--- config.mk ---
export PLATFORM = sky130hd
export DESIGN_NAME = blit_cmd_arbiter_flat
export DESIGN_NICKNAME = d
export VERILOG_FILES = /design/src/rtl/blit_cmd_arbiter_pkg.sv /design/src/rtl/blit_cmd_arbiter_if.sv /design/src/rtl/blit_cmd_arbiter_rr_pick.sv /design/src/rtl/blit_cmd_arbiter.sv /design/src/flat_wrapper.sv
export SDC_FILE = /design/constraint.sdc
export NUM_CORES = 1
export LEC_CHECK = 0
export CAP_MARGIN = 10
export CORE_MARGIN = 2
export CORE_UTILIZATION = 40
export DETAILED_ROUTE_END_ITERATION = 12
export PLACE_DENSITY = 0.93
export SYNTH_ARGS = -nofsm -noshare
export SYNTH_HDL_FRONTEND = slang
export SYNTH_SLANG_ARGS = --single-unit
--- constraint.sdc ---
create_clock -name clock -period 3.1 [get_ports clock]
set_clock_uncertainty 0.2 [all_clocks]
set_input_delay 0.775 -clock clock [delete_from_list [all_inputs] [get_ports clock]]
set_output_delay 0.775 -clock clock [all_outputs]
set_load 0.02 [all_outputs]
--- src/rtl/blit_cmd_arbiter_pkg.sv ---
// Shared types and widths for the blitter command arbiter.
package blit_cmd_arbiter_pkg;

  localparam int BLIT_CMD_W = 96;
  localparam int GRANT_W    = 3;

  typedef logic [BLIT_CMD_W-1:0] blit_cmd_t;

  typedef enum logic [0:0] {
    IDLE = 1'b0,
    HOLD = 1'b1
  } arb_state_e;

endpackage

--- src/rtl/blit_cmd_arbiter_if.sv ---
// Requester-side and blitter-FIFO-side handshake bundle of the command arbiter.
interface blit_cmd_arbiter_if
  import blit_cmd_arbiter_pkg::*;
#(
  parameter int NREQ = 2
) ();

  logic [NREQ-1:0]            req_valid;
  logic [NREQ*BLIT_CMD_W-1:0] req_cmd;
  logic [NREQ-1:0]            req_ready;
  blit_cmd_t                  blit_cmd;
  logic                       blit_cmd_valid;

  // Arbiter view: consumes requests, drives the blitter FIFO write port.
  modport slave (
    input  req_valid,
    input  req_cmd,
    output req_ready,
    output blit_cmd,
    output blit_cmd_valid
  );

  // Environment view: requesters plus the blitter FIFO.
  modport master (
    output req_valid,
    output req_cmd,
    input  req_ready,
    input  blit_cmd,
    input  blit_cmd_valid
  );

endinterface

--- src/rtl/blit_cmd_arbiter_rr_pick.sv ---
// Combinational round-robin picker: finds the first set request after the last grant.
module blit_cmd_arbiter_rr_pick #(
  parameter int NREQ = 2
) (
  input  logic [NREQ-1:0] req_i,
  input  logic [2:0]      last_i,
  output logic            found_o,
  output logic [2:0]      idx_o
);

  logic [7:0] req_pad_s;

  // Scan from the farthest candidate back to last+1 so the nearest valid requester wins.
  always_comb begin
    req_pad_s            = 8'd0;
    req_pad_s[NREQ-1:0]  = req_i;
    found_o              = 1'b0;
    idx_o                = 3'd0;
    for (int k = NREQ; k >= 1; k--) begin
      logic [2:0] pos;
      pos     = 3'((int'(last_i) + k) % NREQ);
      found_o = found_o | req_pad_s[pos];
      idx_o   = req_pad_s[pos] ? pos : idx_o;
    end
  end

endmodule

--- src/rtl/blit_cmd_arbiter.sv ---
// Round-robin arbiter sharing the blitter command port; one command per grant,
// gated by FIFO space, with a hold-off after each issue.
module blit_cmd_arbiter
  import blit_cmd_arbiter_pkg::*;
#(
  parameter int NREQ     = 2,
  parameter int MIN_FREE = 1,
  parameter int HOLDOFF  = 2
) (
  input  logic                clock,
  input  logic                reset_n,
  input  logic                enable_i,
  input  logic [7:0]          blit_fifo_slots_free_i,
  blit_cmd_arbiter_if.slave   bus,
  output logic [GRANT_W-1:0]  grant_id_o,
  output logic                busy_o,
  output logic [31:0]         issued_count_o
);

  arb_state_e         state_q, state_d;
  logic [7:0]         cnt_q, cnt_d;
  logic [GRANT_W-1:0] grant_q, grant_d;
  blit_cmd_t          cmd_q, cmd_d;
  logic               valid_q, valid_d;
  logic [NREQ-1:0]    ready_q, ready_d;
  logic               busy_q, busy_d;
  logic [31:0]        issued_count_q, issued_count_d;

  logic               found_s;
  logic [GRANT_W-1:0] pick_s;
  logic               slots_ok_s;

  blit_cmd_arbiter_rr_pick #(.NREQ(NREQ)) u_rr_pick (
    .req_i   (bus.req_valid),
    .last_i  (grant_q),
    .found_o (found_s),
    .idx_o   (pick_s)
  );

  assign slots_ok_s = (32'(blit_fifo_slots_free_i) >= 32'(MIN_FREE));

  // Next-state logic: grant in IDLE, count down the hold-off window in HOLD.
  always_comb begin
    state_d        = state_q;
    cnt_d          = cnt_q;
    grant_d        = grant_q;
    cmd_d          = cmd_q;
    valid_d        = 1'b0;
    ready_d        = '0;
    issued_count_d = issued_count_q;
    case (state_q)
      IDLE: begin
        if (enable_i && found_s && slots_ok_s) begin
          for (int i = 0; i < NREQ; i++) begin
            ready_d[i] = (pick_s == 3'(i));
            if (pick_s == 3'(i)) begin
              cmd_d = bus.req_cmd[i*BLIT_CMD_W +: BLIT_CMD_W];
            end else begin
              cmd_d = cmd_d;
            end
          end
          valid_d        = 1'b1;
          grant_d        = pick_s;
          issued_count_d = issued_count_q + 32'd1;
          cnt_d          = 8'(HOLDOFF);
          state_d        = HOLD;
        end else begin
          state_d = IDLE;
        end
      end
      HOLD: begin
        cnt_d = cnt_q - 8'd1;
        if (cnt_q == 8'd1) begin
          state_d = IDLE;
        end else begin
          state_d = HOLD;
        end
      end
      default: begin
        state_d = IDLE;
        cnt_d   = 8'd0;
      end
    endcase
    busy_d = (state_d == HOLD);
  end

  // State and output registers; reset leaves requester 0 with first priority.
  always_ff @(posedge clock or negedge reset_n) begin
    if (!reset_n) begin
      state_q        <= IDLE;
      cnt_q          <= 8'd0;
      grant_q        <= 3'(NREQ - 1);
      cmd_q          <= '0;
      valid_q        <= 1'b0;
      ready_q        <= '0;
      busy_q         <= 1'b0;
      issued_count_q <= 32'd0;
    end else begin
      state_q        <= state_d;
      cnt_q          <= cnt_d;
      grant_q        <= grant_d;
      cmd_q          <= cmd_d;
      valid_q        <= valid_d;
      ready_q        <= ready_d;
      busy_q         <= busy_d;
      issued_count_q <= issued_count_d;
    end
  end

  assign bus.blit_cmd       = cmd_q;
  assign bus.blit_cmd_valid = valid_q;
  assign bus.req_ready      = ready_q;
  assign grant_id_o         = grant_q;
  assign busy_o             = busy_q;
  assign issued_count_o     = issued_count_q;

endmodule

--- src/flat_wrapper.sv ---
// flat-port wrapper written by rule: the top's interface ports become plain ports
module blit_cmd_arbiter_flat import blit_cmd_arbiter_pkg::*;
#(
  parameter int NREQ     = 2,
  parameter int MIN_FREE = 1,
  parameter int HOLDOFF  = 2
)
  (clock, reset_n, enable_i, blit_fifo_slots_free_i, grant_id_o, busy_o, issued_count_o, bus_req_valid, bus_req_cmd, bus_req_ready, bus_blit_cmd, bus_blit_cmd_valid);
  blit_cmd_arbiter_if #(.NREQ(NREQ)) bus_i ();
  input  logic clock;
  input  logic reset_n;
  input  logic enable_i;
  input  logic [7:0] blit_fifo_slots_free_i;
  output logic [GRANT_W-1:0] grant_id_o;
  output logic busy_o;
  output logic [31:0] issued_count_o;
  input wire logic [$bits(bus_i.req_valid)-1:0] bus_req_valid;
  input wire logic [$bits(bus_i.req_cmd)-1:0] bus_req_cmd;
  output wire logic [$bits(bus_i.req_ready)-1:0] bus_req_ready;
  output wire logic [$bits(bus_i.blit_cmd)-1:0] bus_blit_cmd;
  output wire logic [$bits(bus_i.blit_cmd_valid)-1:0] bus_blit_cmd_valid;
  assign bus_i.req_valid = bus_req_valid;
  assign bus_i.req_cmd = bus_req_cmd;
  assign bus_req_ready = bus_i.req_ready;
  assign bus_blit_cmd = bus_i.blit_cmd;
  assign bus_blit_cmd_valid = bus_i.blit_cmd_valid;
  blit_cmd_arbiter #(.NREQ(NREQ), .MIN_FREE(MIN_FREE), .HOLDOFF(HOLDOFF)) u_core (.clock(clock), .reset_n(reset_n), .enable_i(enable_i), .blit_fifo_slots_free_i(blit_fifo_slots_free_i), .bus(bus_i), .grant_id_o(grant_id_o), .busy_o(busy_o), .issued_count_o(issued_count_o));
endmodule
==> results of run 1 <==
## Yosys cell counts (all sizes together)
cell / instances / area share, %
nor4: 6 / 0.58
or3: 1 / 0.097
xor2: 13 / 1.8
nor2: 11 / 0.64
xnor2: 18 / 2.5
a21o: 1 / 0.12
and2: 1 / 0.097
a211o: 1 / 0.14
a22oi: 1 / 0.12
ha: 3 / 0.58
dfrtp: 140 / 55
and4: 2 / 0.29
nand3: 14 / 1.1
buf: 8 / 0.76
mux2: 2 / 0.35
o21ai: 103 / 8.0
mux2i: 97 / 15
nor3: 8 / 0.88
nor4bb: 1 / 0.16
inv: 6 / 0.35
nor2b: 2 / 0.19
a21boi: 2 / 0.23
nand2: 116 / 6.8
dfstp: 1 / 0.41
nand4: 7 / 0.92
or4b: 2 / 0.31
or4: 2 / 0.29
conb: 1 / 0.058
clkbuf: 30 / 1.8
and3: 3 / 0.31
or2: 1 / 0.097
nand3b: 1 / 0.12
a21oi: 2 / 0.16
a2111o: 1 / 0.18
## through the flow
stage                     setup TNS [ns]  cell area (um^2)  instances  util, %
after floorplan                        0              6425        609        -
after global placement           -0.3871             10170       1143    64.50
after detailed placement         -0.7506             10170       1143    64.50
after CTS                              0             10760       1174    68.24
after global routing                   0             10760       1175    68.26
final                                  0             10760       1175    68.26
## per-layer routing
metal,global-route usage [%],vias up,share of wire (%)
met5,0,-,0
met4,10.45,0,3.3
met3,6.678,51,7.2
met2,43.11,269,51
met1,27.19,2800,38
li1,-,2774,-
## registers in the layout, summed over array words and instances (netlist names)
register,cells
u_core.grant_id_o,1
u_core.state_q,1
u_core.issued_count_o,32
u_core.bus.req_ready,2
u_core.cnt_q,8
u_core.bus.blit_cmd_valid,1
u_core.bus.blit_cmd,96
## kinds of logic (layout without fill, tap and decap cells)
logic type,Yosys count,in the layout,synth area share (%)
AO/OA/AOI/OAI,111,111,8.963
XOR/XNOR,31,31,4.228
multiplexers,99,99,15.47
other,1,3,0.05840
buffers and inverters,44,393,2.864
adder cells (fa/ha/maj),3,3,0.5846
AND/OR/NAND/NOR,178,178,12.86
flip-flops,141,141,54.97
## worst register-to-register path, stage by stage, from the launching register on
cell and delay (ns):
dfrtp_1 0.51, nand4_4 0.20, or4_4 0.58, or4b_1 0.67
nor2_1 0.21, xor2_1 0.18
## how the worst min path moves through the flow
stage                                          startpoint                                    end  slack, ns  depth (start not counted)
CTS                                               reset_n    u_core.bus.blit_cmd[62]$_DFFE_PN0P_       0.14                          1
global route                                      reset_n    u_core.bus.blit_cmd[70]$_DFFE_PN0P_       0.16                          1
finish                                            reset_n    u_core.bus.blit_cmd[70]$_DFFE_PN0P_       0.13                          1
global placement      u_core.bus.blit_cmd[12]$_DFFE_PN0P_    u_core.bus.blit_cmd[12]$_DFFE_PN0P_       0.26                          2
floorplan                     u_core.cnt_q[7]$_DFFE_PN0P_            u_core.cnt_q[7]$_DFFE_PN0P_       0.25                          1
detailed placement  u_core.issued_count_o[31]$_DFFE_PN0P_  u_core.issued_count_o[31]$_DFFE_PN0P_       0.27                          1
## final cells by class
type / count / area share [%]
clock buffer: 21 / 4.185
clock inverter: 10 / 1.302
timing repair buffer: 356 / 33.60
antenna: 1 / 0.02325
tap: 216 / 2.511
sequential: 141 / 32.79
inverter: 6 / 0.2092
multi-input combinational: 424 / 25.37
## power by group
group / internal (mW) / switching, mW
Sequential: 2.49 / 0.427
Clock: 1.28 / 0.772
Combinational: 1.67 / 1.73
==> impl_metrics.py, run 1 <==
metrics = {
    "status": {
        "outcome": "finished clean",
    },
    "setup_path": {
        "path_class": "input port to register",
        "cpLargestDelayFamily": "simple AND/OR/NAND/NOR gates",
        "timing.critical_path.cells": "clkdlybuf4s50_1, o21ai_0, a2111o_1, or4b_1, nor2_1, xor2_1",
        "crit_path_start_kind": "input port",
        "regToRegEndpoint": "u_core.issued_count_o[31]$_DFFE_PN0P_",
        "timing.reg2reg.worst_path_depth": 5,
        "kind_of_capture_point_of_the_worst_setup_path": "register",
        "setup.worst_path.start": "bus_req_valid[0]",
        "worstSetupPathDepth": 6,
        "worst_ep_required_time_ns": 3.22,
        "crit_path_buffers_inverters": 1,
        "crit_path_max_fanout": 7,
        "reg2reg_setup_slack_ns": 0.47,
        "critical_path.slowest_cell": "or4b_1",
        "critical_path.reg2reg.startpoint": "u_core.issued_count_o[4]$_DFFE_PN0P_",
        "timing.critical_path.arrival_ns": 3.01,
        "endpoint": "u_core.issued_count_o[31]$_DFFE_PN0P_",
        "timing.critical_path.slowest_cell_delay_ns": 0.73,
    },
    "global_route": {
        "antenna_found_initial": 2,
        "track_usage_pct": 24.19,
        "grt_remaining_overflow": 0,
        "global_route_wire_length_before_repair_mm": 31.29,
        "grt_pass1_vias": 6028,
        "grt_max_degree": 57,
    },
    "cts": {
        "clk-insertion-delay-late_ns": 0.41,
        "tritoncts_clock_tree": "yes",
        "holdBufCountCts": 0,
        "clkSinkCount": 141,
        "clock_tree.root_cell": "clkbuf_16",
        "clock_tree.buffer_depth": 2,
        "htree_levels": 4,
        "clkTransAtPathRegs_ns": 0.06,
        "cts-buffers-inserted": 17,
        "cts.repair.resized": 0,
        "cts_setup_buffers": 0,
    },
    "synth": {
        "post_synth_inst_count": 608,
        "yosys_warnings": 0,
        "postSynthRegisterBits": 141,
        "synth-seq-area-share_pct": 54.97,
        "synth_cell_type_count": 44,
        "postSynthAreaPerCell_um2": 10.56,
        "netlist_area_mm2": 0.006421,
    },
    "die": {
        "core_region_area_mm2": 0.01577,
        "die_ht_um": 130.7,
        "top_level_ports": 340,
        "dieWidth_um": 130.7,
        "design.die.area_mm2": 0.01708,
        "initial_core_util_pct": 40.72,
        "rows": 46,
    },
    "placed_design": {
        "finalWeightedCongestion": 0.8457,
        "preCtsSetupSlack_ns": -0.1554,
        "hpwlAfterDp_mm": 15.78,
        "port-buffer-count": 337,
    },
    "sta": {
        "drv_slew": 0,
        "max_slew.worst_pin.slew_ns": 0.7713,
        "unrepaired_setup_endpoints_after_global_routing": "false",
        "timing.final.crit_share_pct": 93.13,
        "fin_hold_ws_ns": 0.1255,
        "setup_ws_ns": 0.2129,
        "slew_headroom_pct": 48.10,
        "hold_viol": 0,
        "max_freq_ghz": 0.3464,
        "report.final.setup_viol": 0,
        "min_period_ns": 2.887,
    },
    "pwr": {
        "power_leakage_nw": 4.791,
        "powerDensity_mw_per_mm2": 777.0,
        "ir_drop_mv": 0.4424,
        "totalPowerFinal_mw": 8.363,
    },
    "finish": {
        "area_delta_synth_final_pct": 67.63,
        "layout_common_cells": "clkdlybuf4s50_1, dfrtp_1, nand2_1",
        "seq_area_mm2": 0.003530,
        "layout.cells.most_common": "clkdlybuf4s50_1",
        "ratio_of_cells_with_drive_above_1_in_the_final_layout_pct": 6.367,
        "fin_nets": 1154,
        "n_fill_cell": 1175,
        "multiInputGateArea_mm2": 0.002731,
    },
    "routing": {
        "iter_0_drt_violations": 264,
        "detail_route.drc_violations": 0,
        "drt-vias-per-instance": 5.016,
        "via_count": 5894,
        "routedWlPerCell_um": 17.51,
        "final_ant_viol_nets": 0,
        "first_pass_iters": 5,
        "detail_route.wirelength_mm": 20.57,
    },
    "min_path": {
        "holdCritPathClass": "input port to async pin",
    },
    "run": {
        "max_cap_viol_count": 0,
    },
}
Note: power is estimated with default switching activity, not from simulation.
==> run 2, diff against run 1 <==
--- a/config.mk
+++ b/config.mk
@@ -6,10 +6,10 @@
 export NUM_CORES = 1
 export LEC_CHECK = 0
 export CAP_MARGIN = 10
-export CORE_MARGIN = 2
-export CORE_UTILIZATION = 40
+export CORE_UTILIZATION = 30
 export DETAILED_ROUTE_END_ITERATION = 12
-export PLACE_DENSITY = 0.93
+export GPL_TIMING_DRIVEN = 0
+export PLACE_DENSITY = 0.76
 export SYNTH_ARGS = -nofsm -noshare
 export SYNTH_HDL_FRONTEND = slang
 export SYNTH_SLANG_ARGS = --single-unit
==> impl_metrics.py, run 2 (synthesis results as in run 1) <==
metrics = {
    "die": {
        "rows": 53,
        "dieWidth_um": 148.3,
        "top_level_ports": 340,
        "core_region_area_mm2": 0.02102,
        "initial_core_util_pct": 30.55,
        "design.die.area_mm2": 0.02199,
        "die_ht_um": 148.3,
    },
    "global_route": {
        "track_usage_pct": 19.60,
        "global_route_wire_length_before_repair_mm": 32.79,
        "grt_max_degree": 86,
        "grt_pass1_vias": 5890,
        "grt_remaining_overflow": 0,
        "antenna_found_initial": 0,
    },
    "finish": {
        "largest_register_ffs": 96,
        "layout.cells.most_common": "clkdlybuf4s50_1",
        "ratio_of_cells_with_drive_above_1_in_the_final_layout_pct": 5.822,
        "area_delta_synth_final_pct": 68.02,
        "seq_area_mm2": 0.003530,
        "antenna_cells_inserted": 0,
        "layout_common_cells": "clkdlybuf4s50_1, dfrtp_1, nand2_1",
        "multiInputGateArea_mm2": 0.002724,
        "fin_nets": 1174,
        "n_fill_cell": 1962,
    },
    "sta": {
        "min_period_ns": 2.965,
        "hold_viol": 0,
        "max_slew.worst_pin.slew_ns": 1.010,
        "setup_ws_ns": 0.1352,
        "sum_neg_setup_slack_ns": 0,
        "timing.final.crit_share_pct": 95.64,
        "report.final.setup_viol": 0,
        "unrepaired_setup_endpoints_after_global_routing": "false",
        "drv_slew": 0,
        "max_freq_ghz": 0.3373,
        "slew_headroom_pct": 32.68,
    },
    "cts": {
        "clock_tree.root_cell": "clkbuf_16",
        "clkSinkCount": 141,
        "clk-insertion-delay-late_ns": 0.41,
        "htree_levels": 4,
        "cts_setup_buffers": 0,
        "clock_tree.buffer_depth": 2,
        "clkTransAtPathRegs_ns": 0.07,
        "tritoncts_clock_tree": "yes",
        "cts-buffers-inserted": 17,
    },
    "pwr": {
        "powerDensity_mw_per_mm2": 768.9,
        "power_report.internal_total_mw": 5.334,
        "p_comb_share_pct": 40.6,
        "totalPowerFinal_mw": 8.296,
        "power_leakage_nw": 4.747,
        "p_clk_share_pct": 24.8,
        "power_frac_seq_pct": 34.6,
        "ir_drop_mv": 0.4663,
        "swShare_pct": 35.71,
        "power.switching_mw": 2.962,
    },
    "setup_path": {
        "kind_of_capture_point_of_the_worst_setup_path": "register",
        "timing.critical_path.cells": "clkdlybuf4s50_1, nor4_2, a2111o_1, nor4_1, nand4_1, xnor2_1",
        "timing.critical_path.arrival_ns": 3.05,
        "timing.critical_path.slowest_cell_delay_ns": 0.86,
        "crit_path_start_kind": "input port",
        "critical_path.slowest_cell": "nor4_1",
        "crit_path_buffers_inverters": 1,
        "path_class": "input port to register",
        "cpLargestDelayFamily": "simple AND/OR/NAND/NOR gates",
        "crit_path_max_fanout": 6,
        "worst_ep_required_time_ns": 3.19,
    },
    "routing": {
        "final_ant_viol_nets": 0,
        "iter_0_drt_violations": 201,
        "detail_route.drc_violations": 0,
        "detail_route.wirelength_mm": 21.22,
        "via_count": 5780,
        "first_pass_iters": 4,
        "drt-vias-per-instance": 4.609,
        "routedWlPerCell_um": 16.92,
    },
    "status": {
        "outcome": "finished clean",
    },
    "placed_design": {
        "preCtsSetupSlack_ns": -1.210,
        "finalWeightedCongestion": 0.7684,
        "port-buffer-count": 337,
        "hpwlAfterDp_mm": 16.11,
    },
    "run": {
        "max_cap_viol_count": 0,
    },
    "min_path": {
        "holdCritPathClass": "input port to async pin",
    },
}
==> run 2: routing by layer <==
metal / track usage (%) / vias up / wire [um]
met1: 23.34 / 2758 / 8763
met3: 6.196 / 13 / 1628
met2: 34.30 / 198 / 10600
met5: 0 / - / 0
li1: - / 2811 / -
met4: 4.433 / 0 / 221
==> run 2: worst paths after layout <==
path                                                          to                                  start  slack (ns)  cells past startpoint
max in group asynchronous     u_core.bus.blit_cmd[2]$_DFFE_PN0P_                                reset_n        1.74                      2
min                        u_core.issued_count_o[23]$_DFFE_PN0P_                                reset_n        0.12                      1
max                        u_core.issued_count_o[22]$_DFFE_PN0P_              blit_fifo_slots_free_i[7]        0.14                      6
min reg2reg                u_core.issued_count_o[31]$_DFFE_PN0P_  u_core.issued_count_o[31]$_DFFE_PN0P_        0.27                      1
max reg2reg                u_core.issued_count_o[22]$_DFFE_PN0P_   u_core.issued_count_o[4]$_DFFE_PN0P_        0.41                      5
min in group clock         u_core.issued_count_o[31]$_DFFE_PN0P_  u_core.issued_count_o[31]$_DFFE_PN0P_        0.27                      1
==> run 2: timing repair <==
action                     in CTS  in global routing
setup endpoints to repair     103                  3
hold buffers                    0                  0
gates resized for setup        10                  3
==> run 2: cell type report <==
cell class,instances,share of cell area (%)
sequential,141,32.71
clock inverter,13,1.438
tap,275,3.189
inverter,6,0.2087
clock buffer,19,4.013
buffer,38,1.658
multi-input combinational,424,25.25
timing repair buffer,338,31.53
==> run 2: metrics by stage <==
step / instance area [um^2] / std cells / utilization [%] / hold slack (ns)
2_1_floorplan: 6425 / 609 / - / 0.2459
3_3_place_gp: 10140 / 1221 / 48.25 / 0.2569
3_5_place_dp: 10170 / 1222 / 48.38 / 0.2681
4_1_cts: 10780 / 1254 / 51.30 / 0.1329
5_1_grt: 10790 / 1254 / 51.32 / 0.1452
6_report: 10790 / 1254 / 51.32 / 0.1237
==> run 2: power by group through the flow <==
stage                     sequential [mW]  combinational (mW)  clock (mW)
after floorplan                      3.58               0.831           0
after global placement               2.87                3.35           0
after detailed placement             2.90                3.40           0
after CTS                            2.87                3.41        2.12
after global routing                 2.95                3.63        2.20
final                                2.87                3.37        2.06
==> run 3, diff against run 2 <==
--- a/config.mk
+++ b/config.mk
@@ -10,6 +10,7 @@
 export DETAILED_ROUTE_END_ITERATION = 12
 export GPL_TIMING_DRIVEN = 0
 export PLACE_DENSITY = 0.76
+export REMOVE_ABC_BUFFERS = 1
 export SYNTH_ARGS = -nofsm -noshare
 export SYNTH_HDL_FRONTEND = slang
 export SYNTH_SLANG_ARGS = --single-unit
==> impl_metrics.py, run 3 (synthesis results as in run 1) <==
metrics = {
    "setup_path": {
        "regToRegEndpoint": "u_core.issued_count_o[31]$_DFFE_PN0P_",
        "timing.critical_path.slowest_cell_delay_ns": 0.66,
        "crit_path_max_fanout": 7,
        "path_class": "input port to register",
        "worst_ep_required_time_ns": 3.23,
        "crit_path_start_kind": "input port",
        "critical_path.slowest_cell": "or4b_4",
        "timing.critical_path.cells": "clkdlybuf4s50_1, o21ai_0, a2111o_1, or4b_4, nor2_1, xor2_1",
        "reg2reg_setup_slack_ns": 0.65,
        "setup.worst_path.start": "bus_req_valid[0]",
        "critical_path.reg2reg.startpoint": "u_core.issued_count_o[4]$_DFFE_PN0P_",
        "timing.reg2reg.worst_path_depth": 5,
        "timing.critical_path.arrival_ns": 3.05,
        "kind_of_capture_point_of_the_worst_setup_path": "register",
    },
    "cts": {
        "clock_tree.buffer_depth": 2,
        "tritoncts_clock_tree": "yes",
        "clkTransAtPathRegs_ns": 0.07,
        "clk-insertion-delay-late_ns": 0.41,
        "cts_setup_buffers": 0,
        "cts-buffers-inserted": 17,
        "htree_levels": 4,
        "clkSinkCount": 141,
        "clock_tree.root_cell": "clkbuf_16",
    },
    "routing": {
        "final_ant_viol_nets": 0,
        "routedWlPerCell_um": 15.53,
        "detail_route.drc_violations": 0,
        "iter_0_drt_violations": 143,
        "first_pass_iters": 4,
        "via_count": 5592,
        "drt-vias-per-instance": 4.576,
        "detail_route.wirelength_mm": 18.98,
    },
    "finish": {
        "fin_nets": 1142,
        "largest_register_ffs": 96,
        "layout_common_cells": "clkdlybuf4s50_1, dfrtp_1, nand2_1",
        "n_fill_cell": 1887,
        "ratio_of_cells_with_drive_above_1_in_the_final_layout_pct": 6.019,
        "layout.cells.non_filler": 1222,
        "antenna_cells_inserted": 0,
        "layout.cells.most_common": "clkdlybuf4s50_1",
        "area_delta_synth_final_pct": 67.50,
        "layout.cell_area.non_filler_mm2": 0.01076,
        "final_core_util_pct": 51.16,
    },
    "sta": {
        "drv_slew": 0,
        "min_period_ns": 2.914,
        "hold_viol": 0,
        "report.final.setup_viol": 0,
        "max_freq_ghz": 0.3431,
        "timing.final.crit_share_pct": 94.01,
        "sum_neg_setup_slack_ns": 0,
        "slew_headroom_pct": 35.82,
        "setup_ws_ns": 0.1856,
        "max_slew.worst_pin.slew_ns": 0.9627,
        "unrepaired_setup_endpoints_after_global_routing": "false",
        "fin_hold_ws_ns": 0.2176,
    },
    "global_route": {
        "global_route_wire_length_before_repair_mm": 28.79,
        "gr-usage-met2_pct": 29.62,
        "grtUsageMet3_pct": 4.509,
        "track_usage_pct": 16.87,
        "grt_remaining_overflow": 0,
        "met1_usage_pct": 19.89,
        "gr-max-usage-layer": "met2",
        "grt_pass1_vias": 5523,
        "antenna_found_initial": 0,
        "grt_max_degree": 102,
    },
    "min_path": {
        "holdCritPathClass": "input port to async pin",
    },
    "placed_design": {
        "hpwlAfterDp_mm": 13.96,
        "port-buffer-count": 337,
        "finalWeightedCongestion": 0.8032,
        "detailed_place.area_mm2": 0.01014,
        "placedCellCount": 1189,
        "preCtsSetupSlack_ns": -0.4927,
    },
    "die": {
        "rows": 53,
        "die_ht_um": 148.3,
        "initial_core_util_pct": 30.55,
        "core_region_area_mm2": 0.02102,
        "design.die.area_mm2": 0.02199,
        "top_level_ports": 340,
        "dieWidth_um": 148.3,
    },
    "pwr": {
        "powerDensity_mw_per_mm2": 761.2,
        "totalPowerFinal_mw": 8.187,
        "power_leakage_nw": 4.734,
        "ir_drop_mv": 0.3887,
    },
    "status": {
        "outcome": "finished clean",
    },
    "run": {
        "max_cap_viol_count": 0,
    },
}
==> run 3: changes by cell type in the layout (fill, tap and decap cells not counted), sizes merged <==
cell and delta:
clkinv +5, buf -2, a211o +1, inv -2, clkinvlp -2, bufinv -1
clkbuf -31
==> run 3: worst max path at each step <==
stage | to
finish | u_core.issued_count_o[31]$_DFFE_PN0P_
CTS | u_core.issued_count_o[13]$_DFFE_PN0P_
global route | u_core.issued_count_o[11]$_DFFE_PN0P_
global placement | u_core.bus.blit_cmd[5]$_DFFE_PN0P_
detailed placement | u_core.issued_count_o[11]$_DFFE_PN0P_
floorplan | u_core.bus.blit_cmd[0]$_DFFE_PN0P_
==> run 3: routing by layer <==
| layer | up-vias | part of all wire (%) | wire length [um] |
|---|---|---|---|
| li1 | 2759 | - | - |
| met1 | 2628 | 41 | 7774 |
| met2 | 184 | 51 | 9678 |
| met3 | 21 | 6.3 | 1192 |
| met4 | 0 | 1.7 | 332 |
| met5 | - | 0 | 0 |
==> run 3: layout make-up <==
class	count	area, um^2	area share [%]
flip-flops and latches	141	3530	32.82
repair buffers	343	3510	32.63
multi-input cells	425	2764	25.70
clock buffers	19	452.9	4.211
well taps	275	344.1	3.199
clock inverters	13	132.6	1.233
inverters	6	22.52	0.2094
==> run 3: where the power goes <==
group	switching (mW)	total, mW	internal, mW
Sequential	0.380	2.87	2.49
Clock	0.834	2.00	1.17
Combinational	1.67	3.32	1.65
Total	2.88	8.19	5.30
==> run 3: critical path, delay by kind of cell <==
kind	cells	cell delay, ns
and+or+nand+nor	2	0.82
AOI/OAI and AO/OA	2	0.77
buffers and inverters	1	0.52
xor gates and xnor gates	1	0.16
==> run 3: repair_timing <==
item / in CTS / in global routing
endpoints found under the setup margin: 3 / 29
gates cloned: 0 / 1
gates resized for setup: 2 / 2
pin swaps: 1 / 0
hold buffers: 0 / 0
